## config.mk

```make
export PLATFORM = sky130hd
export DESIGN_NAME = reg_file_32x32
export DESIGN_NICKNAME = d
export VERILOG_FILES = /design/src/rtl/reg_file_32x32.sv
export SDC_FILE = /design/constraint.sdc
export NUM_CORES = 2
export LEC_CHECK = 0
export ABC_CLOCK_PERIOD_IN_PS = 4600
export CAP_MARGIN = 25
export CELL_PAD_IN_SITES_DETAIL_PLACEMENT = 0
export CELL_PAD_IN_SITES_GLOBAL_PLACEMENT = 1
export CORE_MARGIN = 2
export CORE_UTILIZATION = 35
export DETAILED_ROUTE_END_ITERATION = 8
export DONT_BUFFER_PORTS = 1
export MAX_ROUTING_LAYER = met4
export PLACE_DENSITY = 0.59
export SYNTH_ARGS = -nofsm -noshare
export SYNTH_HDL_FRONTEND = slang
export SYNTH_SLANG_ARGS = --single-unit
```

## constraint.sdc

```tcl
create_clock -name clk -period 4.6 [get_ports clk]
set_input_delay 0.92 -clock clk [delete_from_list [all_inputs] [get_ports clk]]
set_output_delay 0.92 -clock clk [all_outputs]
set_load 0.02 [all_outputs]
```

## src/rtl/reg_file_32x32.sv

```systemverilog
// reg_file_32x32
//   Register file for the single-cycle MIPS datapath: 2**ADDR_WIDTH registers of
//   DATA_WIDTH bits, two combinational read ports and one synchronous write port.
//   r0 has no storage. Reads of r0 return zero, and writes to r0 are dropped.
//
// Ports
//   clk         in   1           clock, rising edge
//   rst_n       in   1           synchronous reset, active-low; clears r1..rN
//   reg_write   in   1           write enable (RegWrite)
//   read_reg1   in   ADDR_WIDTH  read port 1 index (rs)
//   read_reg2   in   ADDR_WIDTH  read port 2 index (rt)
//   write_reg   in   ADDR_WIDTH  write index (RegDst mux output)
//   write_data  in   DATA_WIDTH  write value (MemtoReg mux output)
//   read_data1  out  DATA_WIDTH  contents of read_reg1
//   read_data2  out  DATA_WIDTH  contents of read_reg2 (feeds the ALUSrc mux)
//
// Configuration
//   WRITE_BYPASS_EN : when defined, a read port whose index matches an active,
//                     non-r0 write returns write_data in the same cycle.
//                     This write-through is suppressed while rst_n is low.
//                     Default: undefined. Reads then show stored state only.
module reg_file_32x32 #(
  parameter int unsigned DATA_WIDTH = 32,
  parameter int unsigned ADDR_WIDTH = 5
) (
  input  logic                  clk,
  input  logic                  rst_n,
  input  logic                  reg_write,
  input  logic [ADDR_WIDTH-1:0] read_reg1,
  input  logic [ADDR_WIDTH-1:0] read_reg2,
  input  logic [ADDR_WIDTH-1:0] write_reg,
  input  logic [DATA_WIDTH-1:0] write_data,
  output logic [DATA_WIDTH-1:0] read_data1,
  output logic [DATA_WIDTH-1:0] read_data2
);

  localparam int unsigned NREGS = 2 ** ADDR_WIDTH;

  // Index 0 is intentionally absent: r0 is hardwired to zero.
  logic [DATA_WIDTH-1:0] regs_q [1:NREGS-1];
  logic [DATA_WIDTH-1:0] regs_d [1:NREGS-1];

  // Per-entry compare instead of a variable-index store. No entry matches
  // write_reg == 0, so r0 writes fall away. reg_write gates every entry, so X
  // on write_reg or write_data cannot reach state while writes are disabled.
  always_comb begin
    for (int unsigned i = 1; i < NREGS; i++) begin
      regs_d[i] = regs_q[i];
      if (reg_write && (write_reg == ADDR_WIDTH'(i))) begin
        regs_d[i] = write_data;
      end
    end
  end

  always_ff @(posedge clk) begin
    if (!rst_n) begin
      for (int unsigned i = 1; i < NREGS; i++) begin
        regs_q[i] <= '0;
      end
    end else begin
      for (int unsigned i = 1; i < NREGS; i++) begin
        regs_q[i] <= regs_d[i];
      end
    end
  end

  logic [DATA_WIDTH-1:0] stored1;
  logic [DATA_WIDTH-1:0] stored2;

  always_comb begin
    stored1 = '0;
    stored2 = '0;
    if (read_reg1 != '0) stored1 = regs_q[read_reg1];
    if (read_reg2 != '0) stored2 = regs_q[read_reg2];
  end

`ifdef WRITE_BYPASS_EN
  logic fwd_active;

  always_comb begin
    fwd_active = reg_write && rst_n && (write_reg != '0);
    read_data1 = stored1;
    read_data2 = stored2;
    if (fwd_active && (write_reg == read_reg1)) read_data1 = write_data;
    if (fwd_active && (write_reg == read_reg2)) read_data2 = write_data;
  end
`else
  always_comb begin
    read_data1 = stored1;
    read_data2 = stored2;
  end
`endif

endmodule
```

Word-level counts from Yosys, hierarchy flattened
Memory sizes are Yosys's and may differ from the RTL's.
Cells that the tools add are included.
{"block": "word_totals", "ff_bits": 0, "mem_bits_ro": 0, "wordCells": 224, "ram_bits": 992, "memories": 1, "output_inout_bits": 64, "inputBits": 50, "latchBits": 0}
{"name": "regs_q", "words": 31, "word_bits": 32, "rd": 2, "rd_ports_with_merged_regs": 0, "wr": 31, "line": "40", "text": "logic [DATA_WIDTH-1:0] regs_q [1:NREGS-1];"}
{"block": "classes", "shifts": 0, "addsub": 0, "bitwise_logic": 31, "n_mux": 66, "n_eq_ne": 62, "n_lt_le_gt_ge": 0, "multipliers": 0, "n_reduce_logical": 64, "n_div": 0}
{"op": "$mux 32", "n": 64}
{"op": "$eq 5x5->1 const B", "n": 16}
{"op": "$reduce_and 2->1", "n": 31}
{"op": "$eq 5x4->1 const B", "n": 8}
{"op": "$logic_and 1x1->1", "n": 31}
{"op": "$ne 1x1->1 const B", "n": 31}
{"op": "$or 1x1->1", "n": 31}
{"op": "$eq 5x3->1 const B", "n": 4}
{"op": "$eq 5x2->1 const B", "n": 2}
{"op": "$reduce_bool 5->1", "n": 2}
{"op": "$eq 5x1->1 const B", "n": 1}
{"op": "$mux 1", "n": 2}

Longest topological paths before layout
{"block": "depth", "ltp_word": 5, "ltp_mapped": 8, "ltp_nobuf": 4}

Worst setup path before layout
OpenSTA, ideal clock, no wires.
{"block": "synth_timing", "path_kind": "input port to flip-flop", "start": "input write_reg[2]", "end": "memory regs_q[16][0] (enable)", "n_path_buf": 1, "arrival_time_ns": 3.936, "stages": 3, "path_slack_ns": 0.194, "setup_ns": 0.470, "required_time_ns": 4.130, "path_cell_list": "clkbuf_1 -> or3_1 -> o31ai_1"}
{"element": "start: declaration", "line": "31", "text": "input logic [ADDR_WIDTH-1:0] write_reg,"}
{"element": "end: declaration", "line": "40"}

Worst setup path in the final report
{"block": "layout_timing", "start": "input read_reg2[0]", "end": "output read_data2[31]"}
{"block": "layout_between", "elab_chain_cells": 2, "word_cells_on_any_way": 3, "cone_classes": "mux (1); reduce/logical (1); memory (1)"}
{"element": "start: declaration", "line": "30", "text": "input logic [ADDR_WIDTH-1:0] read_reg2,"}
{"element": "$mem_v2 31x32 or $reduce_bool 5->1 (tied branches)"}
{"element": "$mux 32 *", "line": "74", "text": "if (read_reg2 != '0) stored2 = regs_q[read_reg2];"}
{"element": "end: declaration", "line": "34", "text": "output logic [DATA_WIDTH-1:0] read_data2"}
Every way passes the cells marked *; elsewhere a longest branch is shown, timed or not.

==> metrics.md <==
| Metric | Value |
|---|---|
| Setup crit start kind | primary input |
| CP endpoint kind | output port |
| Final #Nets | 3,999 |
| Final period utilization | 97.7% |
| Largest register FFs | 992 |
| Total track usage | roughly a quarter |
| Tot Pwr | 21,600 µW |
| Largest Register | regs_q |
| Root Driver | clkbuf_16 |
| Starting Density | 35.3% |
| Synth Register Bits | 992 |
| Yosys cell types | between 40 and 50 |
| Clock sinks | between 900 and 1k |
| Biggest registers after layout | regs_q (992) |
| IO Port Bufs | 0 |
| Gp weighted congestion | 0.945 |
| Hold Buf Count CTS | 0 |
| Failing checks | slew limit |
| RSZ-0062 raised after global routing | false |
| Yosys warns | 0 |
| Routed Antenna Nets | 0 |
| Setup bufs post-CTS | 0 |
| Synth Area per Inst | ~13 µm² |
| Post-cts gate resize count | 0 |
| Hpwl dp | around 120 mm |
| CP Class | primary input to output port |
| Placeable Area | 0.152 mm² |
| Fill count | 14.1k |
| Clk slew on worst S/H paths | 60 ps |
| Syn Std Cell Area | approximately 0.054 mm² |
| F_max | 0.223 GHz |
| Post-synthesis to final-layout area growth | 11.3% |
| Post-synth top flop | edfxtp_1 |
| First-pass GRT wire length | 277 mm |
| Pins Over Slew Limit | 74 |
| DRC viols | 0 |
| Syn_nets | just over 4k |
| Setup-failing EPs final | 0 |
| Final wirelength | 199 mm |
| Required time worst endpoint | 3680 ps |
| Vias/cell | 5.72 |
| Cells after synthesis | 4,084 |
| Largest net degree at the start of global routing | approximately 270 |
| H-tree depth | 3 |
| Global route total overflow | 0 |
| Die Wd | 395 µm |
| Setup_tns | 0 ps |
| Drt initial violations | 4,204 |
| Critical path arrival | ~3600 ps |
| Min cycle time layout | 4490 ps |
| 1st-pass router iterations | 6 |
| Vias in the first global route | roughly 34k |
| Share of cells above drive strength 1 | 16.2% |
| CTS Buf Count | between 100 and 150 |
| VDD IR max | slightly below 0.0003 V |
| Via count | 34.7k |
| Worst rel slew slack | -4.48% |
| Leakage | 0.0213 µW |
| Asr flop ratio synth | 0% |
| Slew @ Worst Pin | 1570 ps |
| Seq/Total Area, Yosys | between 50% and 60% |
| PD cells | about 360 mW/mm² |
| Die ar. | 0.156 mm² |
| # IOs | about 110 |
| Final hold vios | 0 |
| CTS tree | built |
| Max Cap Viol | 0 |
| Number of synthesized flops with an enable pin | 992 |
| Num rows | 143 |
| Crit-path max FO | around 170 |
| Antenna violations before repair | 12 |
| Outcome | finished, violations left |
| Clk buf depth | 3 |
| DR WL/cell | roughly 33 µm |
| Hold Path Class | primary input to register |
| Die height | about 400 µm |
[through the flow]
step	instance area (µm²)	setup WS (ps)	util (%)	instances	hold slack [ps]
after floorplan	53600	194	-	4084	1120
after global placement	56300	523	37.0	5865	1120
final	59700	107	39.3	6074	390
after CTS	59700	514	39.2	6066	336
after global routing	59700	221	39.2	6069	372
after detailed placement	56300	506	37.0	5868	1120
[power by group]
part	total (µW)	internal [µW]	switching, µW
Sequential	10700	10500	270
Combinational	2360	938	1420
Clock	8500	4780	3730
Total	21600	16200	5420
[worst paths after layout]
path  slack (ps)  cells after the start             end      startpoint
max          110                      5  read_data2[31]    read_reg2[0]
min          390                      1  regs_q[25][15]  write_data[15]
[worst max-delay path, stage by stage]
cell and delay (ps):
inv_1 620, mux2_2 420, a221oi_1 780, a211oi_1 280, buf_4 250
[placed cells by master (no fill, tap or decap), types with 22 or more instances in the layout]
cell         n
a21oi_1    136
nor2_4      32
nand2_1    104
clkinv_1    29
o21ai_4     30
nor4_1      26
nand3_1     90
o22ai_1     52
buf_4      166
clkbuf_16  111
mux2_2      52
o221ai_1    26
and2_1     993
mux4_2     182
o2bb2ai_1   26
mux2i_1    588
clkinv_2    22
a22oi_1    122
nor2_1      63
edfxtp_1   992
clkbuf_1    22
[cell usage after synthesis (36+ instances only)]
library cell / count / area share [%]
a21oi_1: 136 / 1.3
a22oi_1: 122 / 1.7
nand3_1: 90 / 0.84
edfxtp_1: 992 / 56
clkbuf_1: 279 / 2.0
nand2_1: 105 / 0.74
o22ai_1: 52 / 0.61
mux4_2: 182 / 7.6
and2_1: 995 / 12
buf_2: 94 / 0.88
mux2_2: 52 / 1.1
nor2_1: 95 / 0.67
mux2i_1: 588 / 11
o21ai_0: 36 / 0.34
[layer usage]
metal | global-route usage [%] | wire, µm | vias up
li1 | - | - | 15019
met1 | 34.9 | 86700 | 18103
met2 | 40.0 | 93000 | 1366
met3 | 4.86 | 14700 | 235
met4 | 6.29 | 4500 | 0
met5 | - | 0 | -
[cell families after synthesis]
family	Yosys count	synth area share, %
DFF	992	55.6
AOI/OAI and AO/OA	487	6.37
muxes	822	19.7
and+or+nand+nor	1363	14.8
buffers and inverters	420	3.52
[area by class of cell]
| class | instances | area [µm²] | area share, % |
|---|---|---|---|
| antenna | 8 | 20.0 | 0.0335 |
| sequential | 992 | 29800 | 49.9 |
| inverter | 1 | 3.75 | 0.00629 |
| clock buffer | 133 | 2860 | 4.79 |
| clock inverter | 65 | 488 | 0.817 |
| tap | 2030 | 2540 | 4.25 |
| multi-input combinational | 2672 | 22600 | 37.9 |
| timing repair buffer | 173 | 1390 | 2.33 |
No activity file was read; power rests on OpenSTA's default activity.
